[src/rtl/calculate_seq_locked.sv]
// Key-locked multi-cycle calculator with an HLS ap_start/ap_done handshake and a serially loaded key.
// Optional unsigned restoring divide on op 8 when CALCULATE_SEQ_DIV_EN is defined.
module calculate_seq_locked #(
  parameter int               DATA_W     = 32,
  parameter int               KEY_W      = 64,
  parameter logic [KEY_W-1:0] GOLDEN_KEY = 64'hCAAAAA82AAA957F4
) (
  input  logic              ap_clk,
  input  logic              ap_rst,
  input  logic              ap_start,
  output logic              ap_done,
  output logic              ap_idle,
  output logic              ap_ready,
  input  logic [3:0]        op,
  input  logic [DATA_W-1:0] a,
  input  logic [DATA_W-1:0] b,
  input  logic              key_load,
  input  logic              key_bit,
  output logic [DATA_W-1:0] ap_return,
  output logic              op_err
);

  localparam int SH_W = $clog2(DATA_W);
  localparam logic [SH_W-1:0] CNT_LAST = SH_W'(DATA_W - 1);

  typedef enum logic [1:0] {S_IDLE, S_EXEC, S_DONE} state_t;

  state_t            state;
  logic [KEY_W-1:0]  key_reg;
  logic [DATA_W-1:0] a_reg, b_reg, acc;
  logic [3:0]        op_reg;
  logic [SH_W-1:0]   cnt;

  logic [DATA_W-1:0] mask, single_res, mul_next;
  logic              illegal, is_mul, is_div, cnt_done;
  logic              key_unused;

  assign mask       = key_reg[DATA_W-1:0] ^ GOLDEN_KEY[DATA_W-1:0];
  assign key_unused = ^key_reg;
  assign is_mul     = (op_reg == 4'd2);
  assign cnt_done   = (cnt == CNT_LAST);
  assign mul_next   = acc + (b_reg[0] ? a_reg : '0);

  assign ap_idle  = (state == S_IDLE);
  assign ap_ready = ap_idle && ap_start;
  assign ap_done  = (state == S_DONE);

`ifdef CALCULATE_SEQ_DIV_EN
  // Restoring divide: acc holds the remainder, a_reg shifts dividend out and quotient in.
  logic [DATA_W:0]   rem_sh, diff;
  logic              q_bit;
  logic [DATA_W-1:0] quo_next;
  assign is_div   = (op_reg == 4'd8);
  assign rem_sh   = {acc, a_reg[DATA_W-1]};
  assign diff     = rem_sh - {1'b0, b_reg};
  assign q_bit    = ~diff[DATA_W];
  assign quo_next = {a_reg[DATA_W-2:0], q_bit};
`else
  assign is_div = 1'b0;
`endif

  always_comb begin
    single_res = '0;
    illegal    = 1'b0;
    case (op_reg)
      4'd0:    single_res = a_reg + b_reg;
      4'd1:    single_res = a_reg - b_reg;
      4'd2:    single_res = '0;
      4'd3:    single_res = a_reg & b_reg;
      4'd4:    single_res = a_reg | b_reg;
      4'd5:    single_res = a_reg ^ b_reg;
      4'd6:    single_res = a_reg << b_reg[SH_W-1:0];
      4'd7:    single_res = {{(DATA_W-1){1'b0}}, (a_reg < b_reg)};
`ifdef CALCULATE_SEQ_DIV_EN
      4'd8:    single_res = '0;
`endif
      default: illegal = 1'b1;
    endcase
  end

  always_ff @(posedge ap_clk) begin
    if (ap_rst) begin
      state     <= S_IDLE;
      key_reg   <= '0;
      a_reg     <= '0;
      b_reg     <= '0;
      acc       <= '0;
      op_reg    <= '0;
      cnt       <= '0;
      ap_return <= '0;
      op_err    <= 1'b0;
    end else begin
      case (state)
        S_IDLE: begin
          if (key_load) key_reg <= {key_reg[KEY_W-2:0], key_bit};
          if (ap_start) begin
            a_reg  <= a;
            b_reg  <= b;
            op_reg <= op;
            acc    <= '0;
            cnt    <= '0;
            state  <= S_EXEC;
          end
        end
        S_EXEC: begin
          if (is_mul) begin
            acc   <= mul_next;
            a_reg <= a_reg << 1;
            b_reg <= b_reg >> 1;
            cnt   <= cnt + 1'b1;
            if (cnt_done) begin
              ap_return <= mul_next ^ mask;
              op_err    <= 1'b0;
              state     <= S_DONE;
            end
          end else if (is_div) begin
`ifdef CALCULATE_SEQ_DIV_EN
            acc   <= q_bit ? diff[DATA_W-1:0] : rem_sh[DATA_W-1:0];
            a_reg <= quo_next;
            cnt   <= cnt + 1'b1;
            if (cnt_done) begin
              ap_return <= quo_next ^ mask;
              op_err    <= 1'b0;
              state     <= S_DONE;
            end
`endif
          end else begin
            // mask is applied even to illegal ops, so a wrong key also shows up here
            ap_return <= single_res ^ mask;
            op_err    <= illegal;
            state     <= S_DONE;
          end
        end
        default: state <= S_IDLE;
      endcase
    end
  end

endmodule

[config.mk]
export PLATFORM = sky130hd
export DESIGN_NAME = calculate_seq_locked
export DESIGN_NICKNAME = d
export VERILOG_FILES = /design/src/rtl/calculate_seq_locked.sv
export SDC_FILE = /design/constraint.sdc
export NUM_CORES = 1
export LEC_CHECK = 0
export CORE_MARGIN = 2
export CORE_UTILIZATION = 60
export CTS_CLUSTER_DIAMETER = 150
export CTS_CLUSTER_SIZE = 28
export DETAILED_ROUTE_END_ITERATION = 7
export PLACE_DENSITY = 0.86
export SETUP_SLACK_MARGIN = 0.3
export SYNTH_ARGS = -nofsm -noshare
export SYNTH_HDL_FRONTEND = slang
export SYNTH_SLANG_ARGS = --single-unit
[constraint.sdc]
create_clock -name ap_clk -period 5.9 [get_ports ap_clk]
set_input_delay 0.59 -clock ap_clk [delete_from_list [all_inputs] [get_ports ap_clk]]
set_output_delay 0.59 -clock ap_clk [all_outputs]
set_load 0.005 [all_outputs]
==> metrics list <==
* GRT Total Usage: 43.2%
* Largest area contributor in the synthesized netlist: dfxtp_1
- Final setup violation count: 0
- Summed over all layers, the routed wires come to 59.4 mm.
- In the post-route analysis, the smallest setup slack over all paths is 1050 ps.
* Post-Synthesis Cells: 2,170
- The congestion estimate from routability-driven global placement came to 1.08.
* Arrival time at the worst endpoint: 5200 ps
- Summing over every cut layer, the via total after detailed routing is 17,300.
- The critical path in this run is classified as reg2reg.
- Clock Skews: 26.3 ps
- CTS Buf Count: 17
- Setup repair after global routing missed its margin: no
* Total buffers and inverters traversed by the critical path: 2
- # resized after CTS: 0
- The worst pin sits at a relative slew slack of 20.6%.
* Std-Cell Core Area: 25,300 um2
- Final core utilization: 68.5%
- Switch Pwr: 1.64 mW
* Internal Pwr Total: 2.33 mW
- The final critical path takes up 82.2% of the cycle.
- Switching portion of total power: 41.3%
* Slowest library cell on the worst path: dfxtp_2
- Antenna violations before repair: 1
- The worst setup path is launched from a register.
- The share of total power dissipated in sequential elements is 33.4%.
* Leading post-synthesis cells by cell area: dfxtp_1 22%, ha_1 11%, nand2_1 8.6%, a21oi_1 7.6%, nor2_1 4.6%
- The longest clock path from root to sink contains 2 buffers.
- At the worst endpoint, the required time is 6250 ps.
- After clock tree synthesis, the clock-pin slew on the worst setup and hold paths is 80 ps.
- TritonCTS sink count: 172
* Synth cell count leaders: 356 x nand2_1, 235 x a21oi_1, 190 x nor2_1, 172 x dfxtp_1, 140 x ha_1
* Power consumption: 3.96 mW
* Most common flop cell mapped by yosys: dfxtp_1
- Maxcap violations: 0
- Traced cell by cell, the critical path runs through clkinv_1 > buf_4 > nor2_1 > ha_1 > a21o_1 > a311oi_1 > o21a_1 > o21ai_0 > or2_2 > a21o_1 > xor2_1 > a221oi_1 > o211ai_1 > xor2_1 > a211oi_1.
- I/O pin count: 109
- Pin slew with the least headroom to its limit: 1190 ps
* Synthesized area per cell: 7.14 um2
- Port buffering added 108 buffers.
* Fraction of final layout cells with drive strength greater than 1: 5.21%
- Post-cts hold buffer count: 0
- Iteration-0 DRC count of the detailed router: 2,557
- TritonCTS built the clock tree.
- The die is 165 um tall.
* Unique cell type count in the Yosys netlist: 74
* Kind of end point of the critical path: register
* Hold slack final: 453 ps
- The tightest min-delay check is of the reg2reg type.
* Via density per instance: 6.87
* Portion of total power attributed to the clock network: 30.8%
- From synthesis to final layout, the design area changed by 11.7%.
* Fraction of registers with async set or reset after synthesis: 0%
- Prior to clock tree synthesis, the placed netlist has a worst setup slack of 1400 ps.
- Combinational cell fraction of total power: 35.8%
- The net count of the finished layout is 2,390.
- Detail Route Antenna Nets: 0
- Highest attainable clock frequency: 0.206 GHz
- Flop and latch count out of synthesis: 172
- The flow ran to the end, but the final reports show violations.
* Residual DRC: 7
- The final number of hold-violating endpoints was 0.
- Largest stage delay, worst path: 430 ps
- The mapped netlist covers 15,500 um2.
* Routed wirelength normalized by instance count: 23.6 um
* Vias in the first global route: 15,900
- Min Clock Period, post-route: 4850 ps
* Critical path's top delay family: compound AO/OA/AOI/OAI gates
* Area of the die: 27,100 um2
* First-pass iteration count of the detailed router: 8
- At the later pin of the worst-skew pair, clock insertion delay measures 460 ps.
- Summed over all cells, the static leakage comes to 6.68 nW.
- Counting every net in the synthesized netlist gives 2,386.
- In this run the number of H-tree levels came out at 4.
- Post-CTS Setup Repair Bufs: 0
- VDD IR max: 182 uV
- Setup TNS: 0 ps
- Total grt overflow: 0
- Violated checks: design-rule violations
- Number of enable flip-flop cells after synthesis: 0
- Entering global routing, the biggest net connects 81 pins.
* Pwr/cell area: 229 nW/um2
* Max-slew violation total from the final report: 0
* Yosys Warn Count: 0
* DP HPWL: 43.9 mm
- Buffer cell driving the clock tree root: clkbuf_16
- FILL cells: 2,154
* Biggest fanout along the worst timing path: 42
* # rows: 58
- Cell with the most instances after synthesis: nand2_1
* Chip Width: 165 um
- Starting Density: 61.4%
* Register area share after synthesis: 22.2%
* Yosys top cell area share: 22.2%
* Global-route wire length before repair: 90.1 mm
[worst register-to-register path, stage by stage, from the launching register on]
cell and delay, ps:
dfxtp_2 430, clkinv_1 280, buf_4 410, nor2_1 420
ha_1 380, a21o_1 220, a311oi_1 300, o21a_1 260
o21ai_0 150, or2_2 320, a21o_1 200, xor2_1 180
a221oi_1 380, o211ai_1 330, xor2_1 250, a211oi_1 260
[cells by family (layout without fill, tap and decap cells)]
kind of cell             count (synthesis)  after routing  share of synthesized area, %
AND/OR/NAND/NOR                        762            762                          21.3
adder cells (fa/ha/maj)                143            143                          11.7
XOR/XNOR                                66             66                          3.73
flip-flops                             172            172                          22.2
AO/OA/AOI/OAI                          710            710                          29.9
buffers and inverters                  265            282                          6.55
multiplexers                            52             52                          4.54
other                                    0              1                             0
[metal layers]
| metal | track usage [%] | part of all wire [%] |
|---|---|---|
| met5 | 0 | 0.030 |
| met2 | 65.8 | 43 |
| met3 | 13.5 | 14 |
| met4 | 16.8 | 4.0 |
| met1 | 57.2 | 40 |
[stage by stage]
| stage | area [um2] | instances |
|---|---|---|
| 6_report | 17300 | 2518 |
| 5_1_grt | 17300 | 2517 |
| 4_1_cts | 17300 | 2517 |
| 3_5_place_dp | 16700 | 2485 |
| 3_3_place_gp | 16700 | 2485 |
| 2_1_floorplan | 15500 | 2170 |
[layout make-up]
class | count | area [um2] | share of cell area, %
inverters | 108 | 407 | 2.35
multi-input cells | 1733 | 11100 | 64.1
diodes | 1 | 2.50 | 0.0145
repair buffers | 142 | 1330 | 7.71
clock inverters | 14 | 178 | 1.03
clock buffers | 18 | 429 | 2.48
well taps | 330 | 413 | 2.39
flip-flops and latches | 172 | 3450 | 19.9
[placed cells by master, fill, tap and decap left out, types with 45 or more instances in the layout]
cell             synthesis  layout
o21ai_0                121     120
a311oi_1                45      45
a21oi_1                235     235
clkdlybuf4s50_1          0     107
nand2_1                356     355
ha_1                   140     140
nor2_1                 190     184
dfxtp_1                172     169
nand3_1                 55      55
inv_1                  103     103
[final timing paths]
| check | slack (ps) | depth (start not counted) | endpoint | from |
|---|---|---|---|---|
| setup / recovery | 1050 | 15 | ap_return[19] | b_reg[0] |
| hold / removal | 450 | 2 | ap_return[4] | ap_return[4] |
| setup reg to reg | 1050 | 15 | ap_return[19] | b_reg[0] |
| hold reg to reg | 450 | 2 | ap_return[4] | ap_return[4] |
[power groups by stage]
| stage | sequential, mW | combinational, mW | clock [mW] |
|---|---|---|---|
| after global routing | 1.33 | 1.50 | 1.25 |
| final | 1.32 | 1.42 | 1.22 |
| after global placement | 1.34 | 1.34 | 0 |
| after CTS | 1.32 | 1.35 | 1.21 |
| after floorplan | 1.31 | 0.903 | 0 |
| after detailed placement | 1.35 | 1.34 | 0 |
(Power assumes the default switching activity.)
